## config.mk

```make
export PLATFORM = sky130hd
export DESIGN_NAME = pipeline_sram_write_arbiter_flat
export DESIGN_NICKNAME = d
export VERILOG_FILES = /design/src/rtl/pipeline_pkg.sv /design/src/rtl/pipeline_sram_write_arbiter_if.sv /design/src/rtl/pipeline_pixel_fifo.sv /design/src/rtl/pipeline_sram_write_arbiter.sv /design/src/flat_wrapper.sv
export SDC_FILE = /design/constraint.sdc
export NUM_CORES = 1
export LEC_CHECK = 0
export ABC_AREA = 1
export ABC_CLOCK_PERIOD_IN_PS = 9200
export CORE_AREA = 2 2 138 275
export DETAILED_ROUTE_END_ITERATION = 8
export DIE_AREA = 0 0 140 277
export PLACE_DENSITY_LB_ADDON = 0.2
export SLEW_MARGIN = 20
export SYNTH_ARGS = -nofsm -noshare
export SYNTH_HDL_FRONTEND = slang
export SYNTH_HIERARCHICAL = 1
export SYNTH_SLANG_ARGS = --single-unit
```

## constraint.sdc

```tcl
create_clock -name clk -period 9.2 [get_ports clk]
set_input_delay 2.76 -clock clk [delete_from_list [all_inputs] [get_ports clk]]
set_output_delay 2.76 -clock clk [all_outputs]
set_load 0.02 [all_outputs]
```

## src/rtl/pipeline_pkg.sv

```systemverilog
// Shared definitions for the framebuffer write path: default geometry, the
// buffered pixel entry layout, arbiter state encoding and address helper.
package pipeline_pkg;

  localparam int DEF_PRECISION    = 11;
  localparam int DEF_PIXEL_SIZE   = 16;
  localparam int DEF_RESOLUTION_X = 800;

  typedef struct packed {
    logic [DEF_PRECISION-1:0]  x;
    logic [DEF_PRECISION-1:0]  y;
    logic [DEF_PIXEL_SIZE-1:0] pixel;
  } pixel_entry_t;

  localparam int ENTRY_W = $bits(pixel_entry_t);

  typedef enum logic [1:0] {
    ARB_IDLE = 2'b00,
    ARB_BUSY = 2'b01
  } arb_state_e;

  // Linear word address; the caller truncates to its SRAM address width.
  function automatic logic [31:0] pixel_address(input logic [DEF_PRECISION-1:0] x,
                                                input logic [DEF_PRECISION-1:0] y,
                                                input int                       stride);
    return 32'(y) * 32'(stride) + 32'(x);
  endfunction

endpackage

```

## src/rtl/pipeline_sram_write_arbiter_if.sv

```systemverilog
// Request/acknowledge SRAM write port: the arbiter is master, the SRAM
// controller is slave.
interface pipeline_sram_write_arbiter_if
  import pipeline_pkg::*;
#(
  parameter int ADDRESS_SIZE = 19,
  parameter int PIXEL_SIZE   = DEF_PIXEL_SIZE
);
  logic [ADDRESS_SIZE-1:0] addr;
  logic [PIXEL_SIZE-1:0]   data;
  logic                    req;
  logic                    ack;

  modport master (output addr, output data, output req, input ack);
  modport slave  (input addr, input data, input req, output ack);
endinterface

```

## src/rtl/pipeline_pixel_fifo.sv

```systemverilog
// Small first-word-fall-through FIFO for one pixel producer. A push into a
// full FIFO is accepted only when the head is popped in the same cycle.
module pipeline_pixel_fifo #(
  parameter int WIDTH = 8,
  parameter int DEPTH = 4
) (
  input  logic             clk,
  input  logic             rst,
  input  logic             push,
  input  logic             pop,
  input  logic [WIDTH-1:0] din,
  output logic [WIDTH-1:0] dout,
  output logic             full,
  output logic             empty
);
  localparam int AW = $clog2(DEPTH);

  logic [WIDTH-1:0] mem [DEPTH];
  logic [AW-1:0]    wr_ptr;
  logic [AW-1:0]    rd_ptr;
  logic [AW:0]      count;
  logic             do_push;
  logic             do_pop;

  assign empty   = (count == '0);
  assign full    = (count == (AW+1)'(DEPTH));
  assign do_pop  = pop && !empty;
  assign do_push = push && (!full || do_pop);
  assign dout    = mem[rd_ptr];

  always_ff @(posedge clk or posedge rst) begin
    if (rst) begin
      wr_ptr <= '0;
      rd_ptr <= '0;
      count  <= '0;
    end else begin
      if (do_push) wr_ptr <= wr_ptr + 1'b1;
      if (do_pop)  rd_ptr <= rd_ptr + 1'b1;
      case ({do_push, do_pop})
        2'b10:   count <= count + 1'b1;
        2'b01:   count <= count - 1'b1;
        default: ;
      endcase
    end
  end

  // NOTE: storage has no reset; the pointers and count alone define validity.
  always_ff @(posedge clk) begin
    if (do_push) mem[wr_ptr] <= din;
  end

endmodule

```

## src/rtl/pipeline_sram_write_arbiter.sv

```systemverilog
// Buffers the capture and SPI-upload pixel streams and drains them into the
// single SRAM write port with fixed fg priority and an img starvation guard.
module pipeline_sram_write_arbiter
  import pipeline_pkg::*;
#(
  parameter int PRECISION    = DEF_PRECISION,
  parameter int PIXEL_SIZE   = DEF_PIXEL_SIZE,
  parameter int RESOLUTION_X = DEF_RESOLUTION_X,
  parameter int ADDRESS_SIZE = 19,
  parameter int FIFO_DEPTH   = 4,
  parameter int STARVE_LIMIT = 8
) (
  input  logic                  clk,
  input  logic                  rst,
  input  logic [PIXEL_SIZE-1:0] fg_pixel,
  input  logic [PRECISION-1:0]  fg_x,
  input  logic [PRECISION-1:0]  fg_y,
  input  logic                  fg_valid,
  input  logic [PIXEL_SIZE-1:0] img_pixel,
  input  logic [PRECISION-1:0]  img_x,
  input  logic [PRECISION-1:0]  img_y,
  input  logic                  img_valid,
  input  logic                  clear_overflow,
  pipeline_sram_write_arbiter_if.master sram,
  output logic                  fg_overflow,
  output logic                  img_overflow,
  output logic                  busy
);
  localparam int SW = $clog2(STARVE_LIMIT + 1);

  pixel_entry_t    fg_din, img_din, fg_dout, img_dout, granted;
  logic            fg_full, fg_empty, img_full, img_empty;
  logic            fg_pop, img_pop;
  logic            grant_slot, pick_img, any_pending;
  arb_state_e      state, state_next;
  logic [SW-1:0]   starve_cnt;
  logic [ADDRESS_SIZE-1:0] addr_q;
  logic [PIXEL_SIZE-1:0]   data_q;

  assign fg_din  = '{x: fg_x,  y: fg_y,  pixel: fg_pixel};
  assign img_din = '{x: img_x, y: img_y, pixel: img_pixel};

  pipeline_pixel_fifo #(.WIDTH(ENTRY_W), .DEPTH(FIFO_DEPTH)) u_fg_fifo (
    .clk(clk), .rst(rst), .push(fg_valid), .pop(fg_pop),
    .din(fg_din), .dout(fg_dout), .full(fg_full), .empty(fg_empty)
  );

  pipeline_pixel_fifo #(.WIDTH(ENTRY_W), .DEPTH(FIFO_DEPTH)) u_img_fifo (
    .clk(clk), .rst(rst), .push(img_valid), .pop(img_pop),
    .din(img_din), .dout(img_dout), .full(img_full), .empty(img_empty)
  );

  assign any_pending = !fg_empty || !img_empty;
  // img wins when it is alone or has waited through STARVE_LIMIT fg grants.
  assign pick_img    = !img_empty && (fg_empty || starve_cnt == SW'(STARVE_LIMIT));
  assign granted     = pick_img ? img_dout : fg_dout;

  // NOTE: every always_comb output gets a default first so no latch is inferred.
  always_comb begin
    state_next = state;
    grant_slot = 1'b0;
    fg_pop     = 1'b0;
    img_pop    = 1'b0;
    case (state)
      ARB_IDLE: begin
        grant_slot = 1'b1;
        if (any_pending) state_next = ARB_BUSY;
      end
      ARB_BUSY: begin
        if (sram.ack) begin
          grant_slot = 1'b1;
          state_next = any_pending ? ARB_BUSY : ARB_IDLE;
        end
      end
      default: state_next = ARB_IDLE;
    endcase
    if (grant_slot && any_pending) begin
      img_pop = pick_img;
      fg_pop  = !pick_img;
    end
  end

  always_ff @(posedge clk or posedge rst) begin
    if (rst) begin
      state        <= ARB_IDLE;
      addr_q       <= '0;
      data_q       <= '0;
      starve_cnt   <= '0;
      fg_overflow  <= 1'b0;
      img_overflow <= 1'b0;
    end else begin
      state <= state_next;
      if (fg_pop || img_pop) begin
        addr_q <= ADDRESS_SIZE'(pixel_address(granted.x, granted.y, RESOLUTION_X));
        data_q <= granted.pixel;
      end
      if (img_empty || img_pop)
        starve_cnt <= '0;
      else if (fg_pop)
        starve_cnt <= starve_cnt + SW'(1);
      // A drop in the same cycle as a clear wins, so no loss goes unreported.
      fg_overflow  <= (fg_overflow  && !clear_overflow) || (fg_valid  && fg_full  && !fg_pop);
      img_overflow <= (img_overflow && !clear_overflow) || (img_valid && img_full && !img_pop);
    end
  end

  assign sram.req  = (state == ARB_BUSY);
  assign sram.addr = addr_q;
  assign sram.data = data_q;
  assign busy      = any_pending || sram.req;

endmodule
```

## src/flat_wrapper.sv

```systemverilog
// flat-port wrapper written by rule: the top's interface ports become plain ports
module pipeline_sram_write_arbiter_flat import pipeline_pkg::*;
#(
  parameter int PRECISION    = DEF_PRECISION,
  parameter int PIXEL_SIZE   = DEF_PIXEL_SIZE,
  parameter int RESOLUTION_X = DEF_RESOLUTION_X,
  parameter int ADDRESS_SIZE = 19,
  parameter int FIFO_DEPTH   = 4,
  parameter int STARVE_LIMIT = 8
)
  (clk, rst, fg_pixel, fg_x, fg_y, fg_valid, img_pixel, img_x, img_y, img_valid, clear_overflow, fg_overflow, img_overflow, busy, sram_addr, sram_data, sram_req, sram_ack);
  pipeline_sram_write_arbiter_if #(.ADDRESS_SIZE(ADDRESS_SIZE), .PIXEL_SIZE(PIXEL_SIZE)) sram_i ();
  input  logic clk;
  input  logic rst;
  input  logic [PIXEL_SIZE-1:0] fg_pixel;
  input  logic [PRECISION-1:0] fg_x;
  input  logic [PRECISION-1:0] fg_y;
  input  logic fg_valid;
  input  logic [PIXEL_SIZE-1:0] img_pixel;
  input  logic [PRECISION-1:0] img_x;
  input  logic [PRECISION-1:0] img_y;
  input  logic img_valid;
  input  logic clear_overflow;
  output logic fg_overflow;
  output logic img_overflow;
  output logic busy;
  output wire logic [$bits(sram_i.addr)-1:0] sram_addr;
  output wire logic [$bits(sram_i.data)-1:0] sram_data;
  output wire logic [$bits(sram_i.req)-1:0] sram_req;
  input wire logic [$bits(sram_i.ack)-1:0] sram_ack;
  assign sram_addr = sram_i.addr;
  assign sram_data = sram_i.data;
  assign sram_req = sram_i.req;
  assign sram_i.ack = sram_ack;
  pipeline_sram_write_arbiter #(.PRECISION(PRECISION), .PIXEL_SIZE(PIXEL_SIZE), .RESOLUTION_X(RESOLUTION_X), .ADDRESS_SIZE(ADDRESS_SIZE), .FIFO_DEPTH(FIFO_DEPTH), .STARVE_LIMIT(STARVE_LIMIT)) u_core (.clk(clk), .rst(rst), .fg_pixel(fg_pixel), .fg_x(fg_x), .fg_y(fg_y), .fg_valid(fg_valid), .img_pixel(img_pixel), .img_x(img_x), .img_y(img_y), .img_valid(img_valid), .clear_overflow(clear_overflow), .sram(sram_i), .fg_overflow(fg_overflow), .img_overflow(img_overflow), .busy(busy));
endmodule
```

==> qor.csv <==
metric,value,unit
initial antenna violation count,0,
fin crit share,58.3,%
CTS Buffer Depth,3,
Tightest Pin Transition,944,ps
Clock Latency Late Sink,530,ps
synthesized instance count,1398,
post-cts sizing count,0,
io pins,121,
Hold WS,480,ps
first-pass GRT wire length,60.5,mm
final wirelength,39.0,mm
antenna-violating nets left,0,
Max-slew headroom,37.0,%
H-tree levels,2,
RSZ-0062 raised after global routing,false,
share of the synthesized area in the top cell type,56.0,%
routability congestion estimate,0.833,
Die Footprint,38800,um2
unique cell type count in the Yosys netlist,42,
Core Area,36900,um2
Crit. End Element,flip-flop,
CTS tree,done,
Vias per Instance,5.31,
Yosys top cell by area,edfxtp_1,
Worst Path Required,9380,ps
setup TNS,0,ps
DRC,6,
Final Slew Violations,0,
hold_buf cts,0,
WL/cell,19.5,um
setup bufs post-CTS,0,
CP Max Fanout,37,
synthesized flop and latch total,360,
Max-Cap Viols,0,
synth top area cells,"edfxtp_1, dfrtp_1, nand2_1",
CP Class,in2reg,
Setup-failing EPs final,0,
first drt pass iteration count,9,
Die Wd,140,um
Worst setup SP type,primary input,
clock sink total,360,
Initial DRC Count,756,
status,"complete, but fails checks",
Multi-input gate area,5010,um2
fillers,3147,
Placement Cell Area,17900,um2
via count,10598,
f_max,186,MHz
"commonest cells after routing, fill and taps aside","edfxtp_1, nand2_1, nor2_1, o21ai_0, clkdlybuf4s50_1",
FF+latch area,10500,um2
largest net degree at the start of global routing,61,
sequential share of the synthesized area,64.6,%
I/O Buffers,120,
dpl hpwl,26.3,mm
FP Rows,100,
post-route cell area,19100,um2
gr usage total,20.3,%
synth-to-layout area growth,17.5,%
Min-Delay Path Class,reg2reg,
vias in the first global route,10814,
final period demand of the worst path,5370,ps
yosys warns,6,
total grt overflow,0,
NumNets Final,1647,
Post-synth EDFFs,304,
TritonCTS Buffers,34,
Post-synth ARST share,15.6,%
"CTS clk-pin slew, worst paths",70,ps
share of cells above drive strength 1,12.4,%
Synth Cell Area,16300,um2
Starting Density,44.1,%
CTS root buffer,clkbuf_16,
ANT cells,0,
DIE HEIGHT,277,um
top_reg_cell synth,edfxtp_1,
Avg Inst Size Synth,11.7,um2
failing checks,design-rule violations,
Synthesized Nets,1534,
Clock Skews,20.4,ps
"commonest non-fill, non-tap cell in the layout",edfxtp_1,
WP data arrival,5540,ps
Final Hold Fails,0,
## stage by stage
stage | std cells | utilization (%) | setup slack (ps)
final | 1994 | 51.8 | 3830
after global routing | 1994 | 51.8 | 3590
after CTS | 1994 | 51.8 | 3830
after detailed placement | 1934 | 48.5 | 3290
after global placement | 1934 | 48.5 | 3370
after floorplan | 1398 | - | 3510
## synth_stat cells, drive strengths merged (3+ instances only)
master    n
o21ai   171
nand4     5
o22ai    77
a21oi    12
clkbuf   24
inv     123
ha       46
nand3b    7
buf      35
edfxtp  304
xor2      9
or2       5
nand3    67
nor3      3
a31oi     4
nand2   246
fa        8
nor2    192
dfrtp    56
## critical path: stages
cell and delay (ps):
clkdlybuf4s50_1 480, nor2_1 70, nor2_4 300, inv_2 390
nor2_8 510, o21ai_4 200, nor2_4 290, buf_4 450
## registers in the layout, summed over array words and instances (netlist names), 2 cells and up
register                  flops
u_core/u_img_fifo/mem       152
u_core/u_fg_fifo/mem        152
u_core/sram.data             16
u_core/u_fg_fifo/rd_ptr       2
u_core/sram.addr             19
u_core/u_fg_fifo/count        3
u_core/u_img_fifo/rd_ptr      2
u_core/u_img_fifo/count       3
u_core/u_img_fifo/wr_ptr      2
u_core/starve_cnt             4
u_core/u_fg_fifo/wr_ptr       2
## cell type report
type / count / share of cell area (%)
Sequential cell: 360 / 55.0
Multi-Input combinational cell: 856 / 26.2
Tap cell: 459 / 3.00
Clock inverter: 18 / 1.71
Inverter: 123 / 2.45
Timing Repair Buffer: 136 / 6.90
Clock buffer: 42 / 4.71
## path summary, 6_finish.rpt
check                                            from                           to  slack, ps  cells past startpoint
max                                          sram_ack  u_core/u_fg_fifo/mem[0][19]       3830                      8
min                              u_core/sram.addr[16]         u_core/sram.addr[16]        480                      2
max reg2reg                u_core/u_fg_fifo/rd_ptr[0]         u_core/sram.addr[18]       3980                     20
min reg2reg                      u_core/sram.addr[16]         u_core/sram.addr[16]        480                      2
max in group asynchronous                         rst         u_core/sram.addr[18]       5670                      2
min in group asynchronous                         rst   u_core/u_fg_fifo/rd_ptr[0]       2680                      2
## logic make-up (layout without fill, tap and decap cells)
kind of cell    after synthesis  in the layout  synth area share [%]
compound gates              266            266                  10.2
flops                       360            360                  64.6
buf+inv                     182            319                  4.97
fa+ha+maj                    54             54                  4.52
xor+xnor                     10             10                 0.538
simple gates                526            526                  15.2
## metal layers
| metal | global-route usage (%) | wire (um) |
|---|---|---|
| met1 | 24.9 | 15800 |
| met2 | 36.8 | 20400 |
| met3 | 2.91 | 1730 |
| met4 | 6.50 | 1110 |
| met5 | 0 | 0 |
Power is left out: the tool's default activity adds up to more than one toggle a clock period on the data nets, which glitch-free logic cannot reach.
